### config.mk
export PLATFORM = sky130hd
export DESIGN_NAME = seg7_scan
export DESIGN_NICKNAME = d
export VERILOG_FILES = /design/src/rtl/seg7_pkg.sv /design/src/rtl/seg7_hex_decode.sv /design/src/rtl/seg7_scan.sv
export SDC_FILE = /design/constraint.sdc
export NUM_CORES = 1
export LEC_CHECK = 0
export CAP_MARGIN = 10
export CORE_ASPECT_RATIO = 1.2
export CORE_MARGIN = 5
export CORE_UTILIZATION = 35
export CTS_CLUSTER_DIAMETER = 150
export DETAILED_ROUTE_END_ITERATION = 16
export PLACE_DENSITY = 0.57
export SETUP_SLACK_MARGIN = 0.4
export SLEW_MARGIN = 20
export SYNTH_ARGS = -nofsm -noshare
export SYNTH_HDL_FRONTEND = slang
export SYNTH_HIERARCHICAL = 1
export SYNTH_SLANG_ARGS = --single-unit
### constraint.sdc
create_clock -name clk -period 6.3 [get_ports clk]
set_clock_uncertainty 0.05 [all_clocks]
set_input_delay 0.945 -clock clk [delete_from_list [all_inputs] [get_ports clk]]
set_output_delay 0.945 -clock clk [all_outputs]
set_load 0.05 [all_outputs]
### src/rtl/seg7_pkg.sv
// Shared constants for the seven-segment scan driver: blank/idle patterns
// and the active-low hex glyph table in {g,f,e,d,c,b,a} order.
package seg7_pkg;

  localparam logic [6:0] SEG_BLANK        = 7'b1111111;
  localparam logic [6:0] SEG_IDLE_DEFAULT = 7'b1011111;

  localparam logic [6:0] HEXSEG [16] = '{
    7'b1000000, 7'b1111001, 7'b0100100, 7'b0110000,
    7'b0011001, 7'b0010010, 7'b0000010, 7'b1111000,
    7'b0000000, 7'b0010000, 7'b0001000, 7'b0000011,
    7'b1000110, 7'b0100001, 7'b0000110, 7'b0001110
  };

  function automatic logic [6:0] hex_to_seg(input logic [3:0] nibble);
    return HEXSEG[nibble];
  endfunction

endpackage

### src/rtl/seg7_hex_decode.sv
// Combinational hex nibble to active-low segment pattern.
module seg7_hex_decode
  import seg7_pkg::*;
(
  input  logic [3:0] nibble_i,
  output logic [6:0] seg_o
);

  always_comb begin
    seg_o = hex_to_seg(nibble_i);
  end

endmodule

### src/rtl/seg7_scan.sv
// Self-timed N-digit common-anode display multiplexer with per-frame input
// snapshot, blanking, decimal points and a frame-complete pulse.
module seg7_scan
  import seg7_pkg::*;
#(
  parameter int         N_DIGITS = 4,
  parameter int         DIV      = 50000,
  parameter logic [6:0] SEG_IDLE = SEG_IDLE_DEFAULT
) (
  input  logic                    clk,
  input  logic                    rst,
  input  logic                    en,
  input  logic [4*N_DIGITS-1:0]   digits_i,
  input  logic [N_DIGITS-1:0]     blank_i,
  input  logic [N_DIGITS-1:0]     dp_i,
  output logic [N_DIGITS-1:0]     an,
  output logic [6:0]              seg,
  output logic                    dp,
  output logic                    frame_done
);

  localparam int CNT_W = (DIV > 1) ? $clog2(DIV) : 1;
  localparam int CUR_W = (N_DIGITS > 1) ? $clog2(N_DIGITS) : 1;
  localparam logic [CNT_W-1:0]    CNT_MAX = CNT_W'(DIV - 1);
  localparam logic [CUR_W-1:0]    CUR_MAX = CUR_W'(N_DIGITS - 1);
  localparam logic [N_DIGITS-1:0] AN_ONE  = N_DIGITS'(1);

  logic [CNT_W-1:0]      r_cnt;
  logic [CUR_W-1:0]      r_cur;
  logic                  r_lit;
  logic [4*N_DIGITS-1:0] r_snap_digits;
  logic [N_DIGITS-1:0]   r_snap_blank;
  logic [N_DIGITS-1:0]   r_snap_dp;
  logic [N_DIGITS-1:0]   r_an;
  logic [6:0]            r_seg;
  logic                  r_dp;
  logic                  r_wrap_q;
  logic                  r_frame_done;

  logic             w_tick;
  logic             w_wrap;
  logic             w_load;
  logic [CUR_W-1:0] w_next_cur;
  logic [3:0]       w_nibble;
  logic             w_blank;
  logic             w_dp;
  logic [6:0]       w_hex_seg;

  assign w_tick = en && (r_cnt == CNT_MAX);
  assign w_wrap = r_lit && (r_cur == CUR_MAX);
  // Next slot is digit 0 on first lighting or on wrap; that is when we snapshot.
  assign w_load = w_tick && (!r_lit || w_wrap);

  always_comb begin
    w_next_cur = r_cur;
    if (!r_lit || (r_cur == CUR_MAX)) begin
      w_next_cur = '0;
    end else begin
      w_next_cur = r_cur + 1'b1;
    end
  end

  // Digit 0 of a fresh frame comes straight from the live inputs being captured.
  always_comb begin
    w_nibble = r_snap_digits[{w_next_cur, 2'b00} +: 4];
    w_blank  = r_snap_blank[w_next_cur];
    w_dp     = r_snap_dp[w_next_cur];
    if (w_load) begin
      w_nibble = digits_i[3:0];
      w_blank  = blank_i[0];
      w_dp     = dp_i[0];
    end
  end

  seg7_hex_decode u_hex_decode (
    .nibble_i (w_nibble),
    .seg_o    (w_hex_seg)
  );

  always_ff @(posedge clk) begin
    if (rst) begin
      r_cnt         <= '0;
      r_cur         <= '0;
      r_lit         <= 1'b0;
      r_snap_digits <= '0;
      r_snap_blank  <= '0;
      r_snap_dp     <= '0;
      r_an          <= '1;
      r_seg         <= SEG_IDLE;
      r_dp          <= 1'b1;
      r_wrap_q      <= 1'b0;
      r_frame_done  <= 1'b0;
    end else if (!en) begin
      r_lit        <= 1'b0;
      r_an         <= '1;
      r_seg        <= SEG_IDLE;
      r_dp         <= 1'b1;
      r_wrap_q     <= 1'b0;
      r_frame_done <= r_wrap_q;
    end else begin
      r_cnt        <= (r_cnt == CNT_MAX) ? '0 : r_cnt + 1'b1;
      r_wrap_q     <= w_tick && w_wrap;
      r_frame_done <= r_wrap_q;
      if (w_tick) begin
        r_lit <= 1'b1;
        r_cur <= w_next_cur;
        if (w_load) begin
          r_snap_digits <= digits_i;
          r_snap_blank  <= blank_i;
          r_snap_dp     <= dp_i;
        end
        r_an  <= ~(AN_ONE << w_next_cur);
        r_seg <= w_blank ? SEG_BLANK : w_hex_seg;
        r_dp  <= w_blank ? 1'b1 : ~w_dp;
      end
    end
  end

  assign an         = r_an;
  assign seg        = r_seg;
  assign dp         = r_dp;
  assign frame_done = r_frame_done;

endmodule
==> out/metrics.yaml <==
run_status:
  outcome: "finished clean"
logic_synthesis:
  yosysMostFrequentCell: "nand2_1"
  synth.area.top_cells: "dfxtp_1 (42%), nand2_1 (8.7%), a21oi_1 (5.9%)"
  yosys.area.top_type_share_pct: 42.0
  yosysSeqAreaShare_pct: 42.0
  ys_seq_elements: 57
  syn-num-nets: 355
  syn_inst: 319
  synth-edff-count: 0
  synth_top_area_cell: "dfxtp_1"
  syn_area_mm2: 0.00272
  yosysWarnings: 6
  synth_top_flop_cell: "dfxtp_1"
  ys_types: 43
  ys_top_cells_by_count: "nand2_1 (63), dfxtp_1 (57), a21oi_1 (32), nor2_1 (22), o21ai_0 (16)"
  syn_avg_cell_area_um2: 8.52
  synth_async_sr_flop_share_pct: 0
routing:
  drtIter0Drc: 66
  detail_route.wl_per_cell_um: 13.3
  drt-pass1-iter-count: 4
  vias_per_cell: 4.94
  drc: 0
  dr_total_vias: 2229
  antenna_left: 0
  wirelength_um: 5990
power:
  cellLeakagePower_nw: 1.14
  total_power_mw: 0.727
  power_density_mw_per_mm2: 218
  vdd_drop_max_mv: 0.139
clocking:
  cts_setup_buffers: 0
  cts_sinks: 57
  clk_root_buffer_cell: "clkbuf_8"
  htreeDepth: 3
  cts_max_path_buffers: 2
  clock_latency_ns: 0.33
  tritoncts: "yes"
  post_cts_resized: 0
  cts_made_buffers: 9
  hold_buffers: 0
  cts.clk_slew.worst_paths_ns: 0.07
placed_design:
  dp.final_hpwl_um: 4240
  gp_congestion: 0.807
  portBuffers: 39
global_routing:
  gr-total-overflow: 0
  grt_pass1_wl_um: 10300
  grtUsageTotal_pct: 13.1
  grt_start_max_net_pins: 32
  grt_pass1_vias: 2203
  antenna_found_initial: 0
worst_setup_path:
  crit_fanout: 26
  worstPathArrival_ns: 4.49
  slowest_stage: "clkdlybuf4s50_1"
  startpoint_type: "primary input"
  worstSetupPathType: "in -> reg"
  critical_path.cell_chain: "clkdlybuf4s50_1, nand4_1, nor4_4, nand2_1, a21oi_1, inv_1, ha_1, inv_1, mux4_1, o22a_1"
  cp_common_cell: "inv_1"
  cp_num_buf_inv: 3
  cp.required_ns: 6.48
  r2r_cells: 9
  end_kind: "flop"
  crit_family: "simple AND/OR/NAND/NOR gates"
  slowest_delay_ns: 0.60
  path_depth: 10
final_layout:
  final_util_pct: 43.8
  num-nets-final: 391
  diodes: 0
  drive_above_1_share_pct: 8.36
  syn2layout_area_growth_pct: 22.9
timing:
  drv_slew: 0
  setup_tns_ns: 0
  finalSetupViolations: 0
  maxSlewHeadroom_pct: 43.8
  worst_slew_pin_slew_ns: 0.841
  min_period_ns: 4.32
  post-route-period-util_pct: 68.5
  hold_viol_final: 0
  rsz0062_at_grt: "false"
  fmax_ghz: 0.232
floorplan:
  fp.dieW_um: 90.4
  chipHeight_um: 107
  num_rows: 35
  initial_utilization_pct: 35.6
  die-area_mm2: 0.00963
  coreArea_mm2: 0.00762
  ioPinCount: 40
worst_hold_path:
  hp-class: "reg -> reg"
  hold-path-cell-count: 2
job:
  drv_cap: 0
## path summary, 6_finish.rpt
check                   start          endpoint  slack, ns
max                        en            seg[3]       1.98
min          r_snap_digits[0]  r_snap_digits[0]       0.40
max reg2reg         r_cnt[11]            seg[3]       2.46
min reg2reg  r_snap_digits[0]  r_snap_digits[0]       0.40
## per-stage QoR
stage | hold WS [ns] | cell area (um^2) | setup slack (ns) | cells
finish | 0.399 | 3340 | 1.98 | 451
global route | 0.412 | 3340 | 1.66 | 451
CTS | 0.399 | 3340 | 1.93 | 451
detailed placement | 0.389 | 3150 | 1.60 | 436
global placement | 0.384 | 3150 | 1.71 | 436
floorplan | 0.364 | 2720 | 2.62 | 319
## sequential cells by signal (all words and copies together), names as in the netlist
name / cells
frame_done: 1
r_cnt: 16
r_wrap_q: 1
r_cur: 2
seg: 7
r_snap_blank: 4
r_lit: 1
r_snap_digits: 16
r_snap_dp: 4
dp: 1
an: 4
## layer usage
layer  vias up  wire [um]  track usage [%]
met5         -          0                0
met4         0        150             6.81
met3        11        216             3.54
met2        28       2910             21.7
met1      1015       2710             15.3
li1       1175          -                -
## cells in the final DEF, fill, tap and decap left out, types with 3 or more instances in the layout
| cell type | instances |
|---|---|
| a21oi_1 | 32 |
| o22ai_1 | 4 |
| ha_1 | 9 |
| inv_1 | 7 |
| o21ai_0 | 16 |
| nor2_1 | 22 |
| mux2_2 | 4 |
| nand3_1 | 14 |
| o22a_1 | 6 |
| xor2_1 | 4 |
| dfxtp_1 | 57 |
| mux2i_1 | 9 |
| nand2b_1 | 3 |
| and3_1 | 3 |
| nand2_1 | 63 |
| clkdlybuf4s50_1 | 39 |
| or3_1 | 4 |
| nor2b_1 | 4 |
| clkbuf_8 | 10 |
| xnor2_1 | 10 |
| nor3_1 | 5 |
## area by class of cell
type	count	area, um^2
clock buffer	10	138
clock inverter	5	56.3
multi-input combinational	238	1450
timing repair buffer	41	405
fill	784	4280
inverter	8	30.0
sequential	57	1140
tap	92	115
## cell families after synthesis
logic type / count (synthesis) / share of synthesized area (%)
AO/OA/AOI/OAI: 69 / 15.0
XOR/XNOR: 14 / 4.51
adder cells (fa/ha/maj): 9 / 4.15
buffers and inverters: 24 / 4.47
flip-flops: 57 / 42.0
multiplexers: 14 / 5.94
AND/OR/NAND/NOR: 132 / 24.0
## worst min-delay path, delay by kind of cell, from the launching register on
kind            cells  cell delay (ns)
simple gates        1             0.05
compound gates      1             0.05
flops               1             0.31
## report_power, final
part | switching (mW) | total (mW) | internal, mW
registers | 0.00116 | 0.363 | 0.362
clock network | 0.146 | 0.336 | 0.190
logic | 0.0110 | 0.0283 | 0.0173
total | 0.158 | 0.727 | 0.569
No activity file was read; power rests on OpenSTA's default activity.
